`src/rtl/mul8_share_arb.sv`:
```
// Round-robin share of one external 8x8 multiplier among NREQ valid/ready requesters.
// Latency: grant in cycle N -> rsp_valid in cycle N+2; one op per cycle at full rate.
// Backpressure: rsp_ready low stalls S2, then S1, then drops all req_ready grants.
module mul8_share_arb #(
    parameter int NREQ = 4,
    parameter int IDW  = 2
) (
    input  logic              clk,
    input  logic              rst_n,
    input  logic [NREQ-1:0]   req_valid,
    input  logic [8*NREQ-1:0] req_a,
    input  logic [8*NREQ-1:0] req_b,
    output logic [NREQ-1:0]   req_ready,
    output logic [7:0]        mul_a,
    output logic [7:0]        mul_b,
    input  logic [15:0]       mul_o,
    output logic              rsp_valid,
    input  logic              rsp_ready,
    output logic [15:0]       rsp_data,
    output logic [IDW-1:0]    rsp_id,
    output logic [15:0]       ops_cnt
);

    logic           s1_valid;
    logic [IDW-1:0] s1_id;
    logic [IDW-1:0] rr_ptr;
    logic           s2_adv;
    logic           s1_adv;
    logic           grant;
    logic [IDW-1:0] win;
    logic [IDW-1:0] rr_nxt;
    logic [IDW:0]   sum;
    logic [7:0]     a_sel;
    logic [7:0]     b_sel;

    assign s2_adv = !rsp_valid || rsp_ready;
    assign s1_adv = !s1_valid || s2_adv;

    // Scan offsets from highest to lowest so the smallest offset from rr_ptr wins.
    // The modulo is done explicitly so non-power-of-two NREQ never aliases.
    always_comb begin
        grant = 1'b0;
        win   = '0;
        sum   = '0;
        for (int k = NREQ - 1; k >= 0; k--) begin
            sum = {1'b0, rr_ptr} + (IDW+1)'(k);
            if (sum >= (IDW+1)'(NREQ)) begin
                sum = sum - (IDW+1)'(NREQ);
            end
            if (req_valid[sum[IDW-1:0]]) begin
                grant = 1'b1;
                win   = sum[IDW-1:0];
            end
        end
    end

    assign rr_nxt = (win == IDW'(NREQ - 1)) ? '0 : win + IDW'(1);

    // Gated by rst_n so no requester sees a grant while the block is held in reset.
    always_comb begin
        req_ready = '0;
        if (rst_n && s1_adv && grant) begin
            req_ready[win] = 1'b1;
        end
    end

    always_comb begin
        a_sel = '0;
        b_sel = '0;
        for (int i = 0; i < NREQ; i++) begin
            if (win == IDW'(i)) begin
                a_sel = req_a[8*i +: 8];
                b_sel = req_b[8*i +: 8];
            end
        end
    end

    always_ff @(posedge clk or negedge rst_n) begin
        if (!rst_n) begin
            s1_valid  <= 1'b0;
            s1_id     <= '0;
            mul_a     <= '0;
            mul_b     <= '0;
            rr_ptr    <= '0;
            rsp_valid <= 1'b0;
            rsp_data  <= '0;
            rsp_id    <= '0;
            ops_cnt   <= '0;
        end else begin
            if (s1_adv) begin
                s1_valid <= grant;
                if (grant) begin
                    mul_a  <= a_sel;
                    mul_b  <= b_sel;
                    s1_id  <= win;
                    rr_ptr <= rr_nxt;
                end
            end
            if (s2_adv) begin
                rsp_valid <= s1_valid;
                rsp_data  <= mul_o;
                rsp_id    <= s1_id;
            end
            if (rsp_valid && rsp_ready) begin
                ops_cnt <= ops_cnt + 16'd1;
            end
        end
    end

endmodule

```
`config.mk`:
```
export PLATFORM = sky130hd
export DESIGN_NAME = mul8_share_arb
export DESIGN_NICKNAME = d
export VERILOG_FILES = /design/src/rtl/mul8_share_arb.sv
export SDC_FILE = /design/constraint.sdc
export NUM_CORES = 1
export LEC_CHECK = 0
export BUFFER_PORTS_ARGS = -buffer_cell sky130_fd_sc_hd__buf_2
export CAP_MARGIN = 20
export CORE_ASPECT_RATIO = 0.75
export CORE_MARGIN = 3
export CORE_UTILIZATION = 50
export DETAILED_ROUTE_END_ITERATION = 8
export PLACE_DENSITY = 0.89
export RECOVER_POWER = 25
export SETUP_SLACK_MARGIN = 0.5
export SLEW_MARGIN = 0
export SYNTH_ARGS = -nofsm -noshare
export SYNTH_HDL_FRONTEND = slang
export SYNTH_SLANG_ARGS = --single-unit
```
`constraint.sdc`:
```
create_clock -name clk -period 4.4 [get_ports clk]
set_clock_uncertainty 0.15 [all_clocks]
set_input_delay 0.88 -clock clk [delete_from_list [all_inputs] [get_ports clk]]
set_output_delay 0.88 -clock clk [all_outputs]
set_load 0.01 [all_outputs]
```
After elaboration in Yosys (flattened, before gate mapping)
Index checks and enable logic that the tools add are counted.
Operators by class
  add/sub/neg operators: 9
  equality and inequality tests: 3
  $lt $le $gt $ge: 10
  multiplexer cells: 32
  reductions and logical operators: 10
Operator list (number)
  8-bit 2-to-1 mux: 8
  2-bit 2-to-1 mux: 9
  16-bit by 1-bit adder with 16-bit output (second input constant): 1
  2-bit by 3-bit less-than comparator with 1-bit output (second input constant): 5
  3-bit >= comparator (second input constant): 3
  1-bit 2-to-1 mux: 9
  1-bit binary-select mux with 2-bit select: 4
  2-bit by 1-bit subtractor with 2-bit output (second input constant): 4
  2-bit by 2-bit adder with 3-bit output (second input constant): 2
  2-bit == test (second input constant): 2
  1-bit logical AND: 4
  4-bit 2-to-1 mux: 1
  2-bit by 1-bit adder with 3-bit output (second input constant): 1
  2-bit by 3-bit >= comparator with 1-bit output (second input constant): 1
  2-bit by 1-bit adder with 2-bit output (second input constant): 1
  1-bit demux with 2-bit select: 1
  2-bit by 1-bit == test with 1-bit output (second input constant): 1
  2-bit by 1-bit >= comparator with 1-bit output (second input constant): 1
  1-bit logical NOT: 2
  2-bit logical NOT: 1
  1-bit logical OR: 2
  2-bit AND reduction: 1
Storage, ports and cells
  flip-flop bits (word level): 56
  input port bits: 87
  word-level logic and storage cells: 73

Longest topological paths before layout
Gate-level depths: netlist of run 1.
  word-level depth: 14
  depth in mapped cells: 11
  mapped depth without buffers: 9

Worst setup path before layout of run 1
Ideal clock, no wire load.
  path kind: input to output
  from: in req_valid[0]
  to: out req_ready[3]
  data arrival time: 2.143 ns
  path slack: 1.227 ns
  required time: 3.370 ns
  cell stages on the path: 8
  cells stage by stage: a21oi_1 > o21a_1 > o22ai_1 > inv_1 > ha_1 > clkbuf_1 > clkbuf_1 > and3_1
On the way
  longest elaborated chain between the ends: 11
RTL lines
  from (decl): RTL line 10  | input logic [NREQ-1:0] req_valid,
  1-bit binary-select mux with 2-bit select: RTL line 50  | if (req_valid[sum[IDW-1:0]]) begin
  1-bit 2-to-1 mux (implied by the code): RTL line 50
  2-bit 2-to-1 mux (3 in series): RTL line 50
  2-bit 2-to-1 mux *: RTL line 50
  via win[1]: RTL line 30  | logic [IDW-1:0] win;
  2-bit by 3-bit less-than comparator with 1-bit output (implied by the code) or 2-bit by 1-bit >= comparator with 1-bit output (tied branches): RTL line 63  | req_ready[win] = 1'b1;
  1-bit logical AND (implied by the code): RTL line 63
  1-bit 2-to-1 mux (implied by the code): RTL line 63
  1-bit demux with 2-bit select *: RTL line 63
  4-bit 2-to-1 mux *: RTL line 62  | if (rst_n && s1_adv && grant) begin
  to (decl): RTL line 13  | output logic [NREQ-1:0] req_ready,
The timed path passes the listed nets; every way through them passes the cells marked *. The select of a mux whose other input is x is not followed.

Final worst setup path of run 1
  from: in rst_n
  to: out req_ready[3]
On the way
  longest elaborated chain between the ends: 3
RTL lines
  from (decl): RTL line 9  | input logic rst_n,
  1-bit logical AND (2 in series): RTL line 62
  4-bit 2-to-1 mux: RTL line 62
No other way between the ends.

==> metrics.cfg, run 1 <==
[outcome]
outcome = complete, but fails checks
violations = capacitance limit, slew limit

[power_and_ir_drop]
p_total_mw = 1.76
leakage_nw = 1.99
peakVddDrop_mv = 0.308
p_per_area_nw_per_um2 = 476

[detailed_routing]
routed_wl_um = 7350
detail-route-antenna-nets = 0
num_vias = 2744
drt_iter0_drc = 136
wire_per_inst_um = 13.6
met3_length_um = 328
drcViolationCount = 0
wl_met2_um = 3650
firstDrtPassIters = 4
viasPerCell = 5.06
highest_layer = met4
met1Wirelength_um = 3220

[floorplanning]
start_util = 0.527
core_region_area_um2 = 5440
rows = 23
die-area_um2 = 6680
ios = 142
die_w_um = 93.4
die_h_um = 71.6

[run]
maxCapViolCount = 1

[yosys]
synth_edf_count = 0
syn-num-nets = 423
syn_inst = 331
synthXorXnorAreaFrac = 0.0459
ys_types = 34
ys_warn_count = 0
synth.top_cell.area_share = 0.489
synth_compound_area_frac = 0.177
syn_area_per_cell_um2 = 8.66
syn-cell-area_um2 = 2870
synth_adder_area_share = 0.0218
synth-simple-area-share = 0.183
yosysMostFrequentCell = nand2_1
async_reset_ff_frac = 1.00
yosys-top-cells-area = dfrtp_1, nand2_1, a21oi_1, a22oi_1, xnor2_1
synth_top_cell_by_area = dfrtp_1
ys_top_cells_by_count = nand2_1, dfrtp_1, a21oi_1
yosys_most_used_dff = dfrtp_1
seq_area_frac_synth = 0.489
synth_top_family_by_area = simple AND/OR/NAND/NOR gates
ys_seq_elements = 56
synthMuxAreaShare = 0.0188

[placement]
pre_cts_slack_ps = 935
dp_hpwl_um = 5690
dp.cells = 534
place.gp.congestion = 0.853
portBuffers = 141
placed_area_um2 = 3620

[clock_tree]
cts_tree = yes
post_cts.repair.setup_buffers = 0
root_buffer = clkbuf_8
cts_resized = 0
clk_pin_slew_ps = 100
insertion_delay_ps = 310
numCtsBuffers = 5
cts.hold.buffers_added = 0
htree_levels = 2
clock-sinks = 56
cts.path.max_buffers = 2

[critical_path]
cp-end-kind = primary output
critPathRequiredTime_ps = 3370
worst-setup-path-type = in -> out
critical_path.max_fanout = 32
critical_path_arrival_ps = 2550
start_kind = input port

[sta]
report.final.slew_viol_count = 33
max_freq_mhz = 279
holdWs_ps = 322
finalCritPeriodShare = 0.814
worstMarginPinSlew_ps = 1660
fin_tns_setup_ps = 0
hold_violations = 0
fin_ws_ps = 817
finalSetupViolCount = 0
max_slew_margin = -0.105
min_period_ps = 3580
rsz0062_at_grt = false

[cells_and_area]
layout-drive-gt1-share = 0.336
finalCoreUtilization = 0.680
antenna_cells = 0
stdcell_count = 542
nNetsFinal = 558
synthToLayoutAreaGrowth_pct = 29.0
stdcell_area_um2 = 3700

[global_routing]
grtUsageTotal = 0.218
grt_pass1_vias = 2565
grt_overflow = 0
grt_pass1_wl_um = 11800
grt_max_degree = 34
antenna_found_initial = 0

[hold_path]
min_path_type = reg -> reg

cell families (layout without fill, tap and decap cells):
family                   Yosys count  count (layout)
AO/OA/AOI/OAI                     91              91
adder cells (fa/ha/maj)            5               5
XOR/XNOR                          15              15
multiplexers                       5               5
buffers and inverters             43             179
AND/OR/NAND/NOR                  116             116
flip-flops                        56              56
layer usage:
layer  global-route usage  vias up
met4               0.0780        0
met5                    0        -
li1                     -     1374
met1                0.283     1271
met2                0.372       85
met3               0.0325       14
final timing paths:
kind / endpoint / slack [ps] / start / depth (start not counted)
setup / recovery: req_ready[3] / 820 / rst_n / 3
hold / removal: rsp_data[3] / 320 / rsp_data[3] / 2
setup reg to reg: mul_a[5] / 1990 / rr_ptr[1] / 10
hold reg to reg: rsp_data[3] / 320 / rsp_data[3] / 2
max in group asynchronous: mul_b[4] / 2110 / rst_n / 2
min in group asynchronous: mul_b[0] / 840 / rst_n / 1
registers in the layout (all words and copies together) (netlist names):
signal     cells
rsp_id         2
s1_valid       1
ops_cnt       16
mul_a          8
rsp_data      16
s1_id          2
rr_ptr         2
rsp_valid      1
mul_b          8
final cells by class:
class,count,area (um2)
tap,75,93.8
fill,478,1740
sequential,56,1400
inverter,22,82.6
clock inverter,2,38.8
clock buffer,6,72.6
timing repair buffer,149,759
multi-input combinational,232,1250
layout by cell type (no fill, tap or decap), types with 2 or more instances in the layout:
master and instances:
ha_1 5, xor2_1 4, buf_4 7, nand3_1 4
xnor2_1 11, a21oi_1 52, nand4_1 4, nor3_1 2
nand2_1 75, o21ai_0 18, clkbuf_1 4, clkbuf_8 5
a22oi_1 16, inv_1 22, and3_1 6, mux2_2 2
dfrtp_1 56, mux2i_1 2, o21a_1 2, buf_2 139
nor2_1 19
worst max-delay path, cell delays in order:
cell and delay, ps:
clkbuf_1 1170, and3_1 350, buf_2 140
power by group:
group	internal [mW]	leakage (nW)	total, mW	switching (mW)
Clock	0.172	0.0558	0.338	0.166
Sequential	0.637	0.680	0.728	0.0914
Combinational	0.295	1.26	0.694	0.399
Total	1.10	1.99	1.76	0.656
Note: power is estimated with default switching activity, not from simulation.
==> run 2, diff against run 1 <==
Settings changed: CORE_UTILIZATION 50 to 46, PLACE_DENSITY 0.89 to 0.83.
Clock period 4.4 ns to 3.6 ns, I/O delays scaled along.
==> run 2 against run 1 <==
Against the previous run:
- the run still ends with capacitance limit, slew limit left
- register-to-register slack worse by 860 ps
- routed wire length up 6.6%
- combinational power increased by 26%
- sequential cell count unchanged
- largest cell class unchanged
==> metrics.cfg, run 2 (synthesized netlist as in run 1, its figures left out) <==
[cells_and_area]
synthToLayoutAreaGrowth_pct = 30.4
layout_common_cells = buf_2, nand2_1, dfrtp_1
layout-drive-gt1-share = 0.347  ; +0.0107
largestRegisters = ops_cnt: 16 flops, rsp_data: 16 flops
nFillCells = 526  ; +10%
antenna_cells = 0  ; unchanged
final_common_cell = buf_2
nNetsFinal = 558  ; unchanged

[global_routing]
grt_max_degree = 34  ; unchanged
grt_pass1_wl_um = 12000  ; +2.3%
grt_pass1_vias = 2492  ; -2.8%
grt_overflow = 0  ; unchanged
antenna_found_initial = 0  ; unchanged
grtUsageTotal = 0.205  ; -0.0130

[critical_path]
cp-end-kind = primary output
critical_path.max_fanout = 5  ; -84%
critPathRequiredTime_ps = 2730  ; -640 ps
cpMostUsedCell = buf_2
slowest_stage = o21a_1
cpPeakStageDelay_ps = 270  ; -900 ps
path_cells = buf_2 > nor3b_1 > a21oi_1 > o21a_1 > inv_1 > ha_1 > and3_1 > buf_2
critical_path_arrival_ps = 2020  ; -530 ps
start_kind = input port
worst-setup-path-type = in -> out

[detailed_routing]
detail-route-antenna-nets = 0  ; unchanged
routed_wl_um = 7830  ; +6.6%
firstDrtPassIters = 5  ; +1
num_vias = 2783  ; +1.4%
viasPerCell = 5.11  ; +0.86%
wire_per_inst_um = 14.4  ; +6.0%
drt_iter0_drc = 193  ; +42%
drcViolationCount = 0  ; unchanged

[placement]
portBuffers = 141  ; unchanged
place.gp.congestion = 0.848  ; -0.57%
pre_cts_slack_ps = 601  ; -334 ps
dp_hpwl_um = 6060  ; +6.6%

[clock_tree]
htree_levels = 2  ; unchanged
numCtsBuffers = 5  ; unchanged
clock-sinks = 56  ; unchanged
insertion_delay_ps = 310  ; about the same
clk_pin_slew_ps = 110  ; about the same
root_buffer = clkbuf_8
cts.path.max_buffers = 2  ; unchanged
cts_tree = yes
cts.hold.buffers_added = 0  ; unchanged

[sta]
fin_tns_setup_ps = 0  ; unchanged
finalCritPeriodShare = 0.802
max_slew_margin = -0.194  ; -0.0886
hold_violations = 0  ; unchanged
finalSetupViolCount = 0  ; unchanged
report.final.slew_viol_count = 34  ; +3.0%
worstMarginPinSlew_ps = 1790  ; +133 ps
rsz0062_at_grt = false
min_period_ps = 2890
fin_ws_ps = 713  ; -103 ps
max_freq_mhz = 346

[outcome]
outcome = complete, but fails checks
violations = capacitance limit, slew limit

[floorplanning]
core_region_area_um2 = 5920  ; +8.8%
ios = 142  ; unchanged
rows = 24  ; +4.3%
die_h_um = 74.4  ; +3.9%
start_util = 0.484  ; -0.0425
die_w_um = 97.1  ; +4.0%
die-area_um2 = 7220  ; +8.0%

[power_and_ir_drop]
peakVddDrop_mv = 0.365  ; +19%
p_per_area_nw_per_um2 = 583  ; +23%
leakage_nw = 2.01  ; +0.96%

[hold_path]
min_path_type = in -> async

[run]
maxCapViolCount = 1  ; unchanged

[run 2: cell count changes in the layout (fill, tap and decap cells not counted), sizes merged]
cell | before | now
buf | 146 | 147
clkbuf | 9 | 8
clkinv | 0 | 1
inv | 23 | 22
[run 2: worst paths after layout]
kind	start	end	slack [ps]	depth (start not counted)
setup / recovery	req_valid[0]	req_ready[0]	710	8
hold / removal	rst_n	mul_b[4]	300	2
setup reg to reg	rr_ptr[1]	mul_b[2]	1130	10
hold reg to reg	rsp_id[0]	rsp_id[0]	320	2
max in group asynchronous	rst_n	ops_cnt[14]	1380	2
min in group clk	rsp_id[0]	rsp_id[0]	320	2
[run 2: worst max-delay path, delay by kind of cell]
kind	cells	cell delay [ps]
compound gates	2	410
fa+ha+maj	1	220
buf+inv	3	360
simple gates	2	300
[run 2: repair_timing]
action | CTS | global route
buffers inserted | 0 | 0
gates resized for setup | 0 | 1
setup endpoints to repair | 0 | 1
[run 2: metrics by stage]
step                      power (mW)  cell area, um2  instances  hold WS, ps   util
after global routing            2.34            3740        545          315  0.632
after floorplan                 1.45            2870        331          274      -
final                           2.18            3740        545          298  0.632
after global placement          1.75            3630        537          293  0.613
after CTS                       2.19            3730        545          272  0.631
after detailed placement        1.78            3630        537          300  0.613
[run 2: layout make-up]
| class | instances | area, um2 | share of cell area |
|---|---|---|---|
| clock buffer | 6 | 72.6 | 0.0194 |
| clock inverter | 2 | 35.0 | 0.00938 |
| inverter | 22 | 82.6 | 0.0221 |
| multi-input combinational | 232 | 1290 | 0.344 |
| sequential | 56 | 1400 | 0.375 |
| tap | 78 | 97.6 | 0.0261 |
| timing repair buffer | 149 | 761 | 0.204 |
[run 2: layer usage]
layer  global-route usage  vias up  share of wire
met3               0.0412       11          0.067
met2                0.318      101           0.48
met1                0.294     1297           0.44
met5                    0        -              0
met4               0.0607        0          0.011
li1                     -     1374              -
[run 2: power by group]
group          switching [mW]  total (mW)  internal (mW)
Sequential              0.122       0.901          0.778
Clock                   0.197       0.404          0.207
Combinational           0.506       0.874          0.368
Total                   0.826        2.18           1.35
==> run 3, diff against run 2 <==
Settings changed: CORE_UTILIZATION 46 to 42, PLACE_DENSITY 0.83 to 0.8.
Clock period 3.6 ns to 2.4 ns, I/O delays scaled along.
==> run 3 against run 2 <==
Against the previous run:
- the flow finishes with violations (setup timing)
- register-to-register slack got worse by 1200 ps
- hold slack got worse by 79 ps
- worst setup slack got worse by 820 ps
- routed wire length rose by 8.8%
- clock power rose by 81%
- critical path depth fell by 1
- critical endpoint is now req_ready[3]
==> metrics.cfg, run 3 (synthesized netlist as in run 1, its figures left out) <==
[critical_path]
slowest_stage = dfrtp_2
critical_path_arrival_ps = 1870  ; -150 ps
critPathRequiredTime_ps = 1770  ; -960 ps
start_kind = flop
path_cells = a21oi_2 > o21a_1 > o22ai_4 > inv_2 > ha_4 > and3_4 > buf_6
cp-end-kind = primary output
cpPeakStageDelay_ps = 430  ; +160 ps
critical_path.max_fanout = 5  ; unchanged
worst-setup-path-type = reg -> out
r2r-start = rr_ptr[1]
crit_path_start = rr_ptr[1]

[floorplanning]
ios = 142  ; unchanged
start_util = 0.445  ; -0.0397
die_h_um = 77.5  ; +4.3%
core_region_area_um2 = 6440  ; +8.9%
die_w_um = 101  ; +4.4%
rows = 25  ; +4.2%
die-area_um2 = 7860  ; +8.8%

[cells_and_area]
nFillCells = 532  ; +1.1%
layout_common_cells = buf_2, nand2_1, dfrtp_1
synthToLayoutAreaGrowth_pct = 48.3
antenna_cells = 0  ; unchanged
layout-drive-gt1-share = 0.460  ; +0.113
stdcell_area_um2 = 4250  ; +14%
finalCoreUtilization = 0.659  ; +0.0277
final_common_cell = buf_2
largestRegisters = ops_cnt: 16 flops, rsp_data: 16 flops
stdcell_count = 570  ; +4.6%
nNetsFinal = 580  ; +3.9%

[sta]
rsz0062_at_grt = true
worstMarginPinSlew_ps = 1050  ; -745 ps
finalCritPeriodShare = 1.04
finalSetupViolCount = 8  ; +8
report.final.slew_viol_count = 0  ; -100%
min_period_ps = 2500
max_freq_mhz = 400
hold_violations = 0  ; unchanged
max_slew_margin = 0.303  ; +0.497
fin_ws_ps = -103  ; -816 ps

[run]
maxCapViolCount = 0  ; -1

[placement]
dp_hpwl_um = 6180  ; +1.9%
portBuffers = 141  ; unchanged
placed_area_um2 = 3740  ; +3.0%
place.gp.congestion = 0.919  ; +8.3%
dp.cells = 549  ; +2.2%

[clock_tree]
cts.path.max_buffers = 2  ; unchanged
clock-sinks = 56  ; unchanged
clk_pin_slew_ps = 100  ; about the same
cts_tree = yes
root_buffer = clkbuf_8
htree_levels = 2  ; unchanged
numCtsBuffers = 5  ; unchanged
insertion_delay_ps = 300  ; about the same

[power_and_ir_drop]
leakage_nw = 2.17  ; +8.0%
p_per_area_nw_per_um2 = 921  ; +58%
peakVddDrop_mv = 0.436  ; +20%
p_total_mw = 3.91  ; +80%

[outcome]
violations = setup timing
outcome = complete, but fails checks

[detailed_routing]
viasPerCell = 5.16  ; +1.1%
detail-route-antenna-nets = 0  ; unchanged
wire_per_inst_um = 14.9  ; +4.1%
routed_wl_um = 8520  ; +8.8%
firstDrtPassIters = 4  ; -1
drcViolationCount = 0  ; unchanged
drt_iter0_drc = 134  ; -31%
num_vias = 2942  ; +5.7%

[global_routing]
grt_max_degree = 43  ; +26%
grt_pass1_vias = 2925  ; +17%
grt_pass1_wl_um = 13700  ; +14%
grtUsageTotal = 0.215  ; +0.0106
grt_overflow = 0  ; unchanged
antenna_found_initial = 0  ; unchanged

[hold_path]
min_path_type = in -> reg
min_from = mul_o[7]

-- run 3: cell types whose count changed in the layout (fill, tap and decap cells not counted), sizes merged --
cell / change
buf: +20
bufinv: +1
clkinv: -1
dlygate4sd3: +1
inv: +1
-- run 3: worst max-delay path, delay by kind of cell (launching register included) --
family / cells / cell delay, ps
compound gates: 3 / 560
fa+ha+maj: 1 / 190
buf+inv: 2 / 240
flops: 1 / 430
simple gates: 1 / 150
-- run 3: layout make-up --
| class | count | area (um2) | area share |
|---|---|---|---|
| well taps | 81 | 101 | 0.0239 |
| clock inverters | 3 | 68.8 | 0.0162 |
| clock buffers | 5 | 68.8 | 0.0162 |
| repair buffers | 171 | 1030 | 0.242 |
| flip-flops and latches | 56 | 1400 | 0.330 |
| inverters | 22 | 85.1 | 0.0200 |
| multi-input cells | 232 | 1490 | 0.351 |
-- run 3: what timing repair did --
item / 4_1_cts / 5_1_grt
pin swaps: 36 / 26
setup buffers: 10 / 0
gates cloned: 2 / 0
resized for setup: 62 / 15
endpoints found under the hold margin: 4 / 0
hold buffers: 1 / 0
endpoints found under the setup margin: 21 / 22
-- run 3: metrics by stage --
stage	hold WS, ps	setup TNS [ps]	setup WS [ps]
4_1_cts	31.2	-224	-71.6
6_report	218	-382	-103
3_3_place_gp	185	-3.96	-3.96
5_1_grt	198	-1080	-169
3_5_place_dp	185	-423	-60.8
2_1_floorplan	34.4	0	181
-- run 3: routing by layer --
layer | wire length (um) | GRT usage | up-vias
li1 | - | - | 1421
met1 | 3730 | 0.297 | 1373
met2 | 4000 | 0.349 | 134
met3 | 677 | 0.0440 | 14
met4 | 108 | 0.0478 | 0
met5 | 0 | 0 | -
-- run 3: path summary, 6_finish.rpt --
| check | end | cells after the start | slack [ps] |
|---|---|---|---|
| max | req_ready[3] | 7 | -100 |
| min | rsp_data[7] | 3 | 220 |
| max reg2reg | mul_a[0] | 12 | -40 |
| min reg2reg | rsp_data[13] | 2 | 320 |
| max in group asynchronous | rr_ptr[1] | 2 | 860 |
| min in group asynchronous | mul_a[7] | 2 | 300 |
-- run 3: report_power, final --
part | total, mW | leakage (nW) | internal (mW) | switching [mW]
Clock | 0.730 | 0.0687 | 0.420 | 0.309
Combinational | 1.82 | 1.43 | 0.865 | 0.957
Sequential | 1.36 | 0.678 | 1.17 | 0.190
Total | 3.91 | 2.17 | 2.46 | 1.46
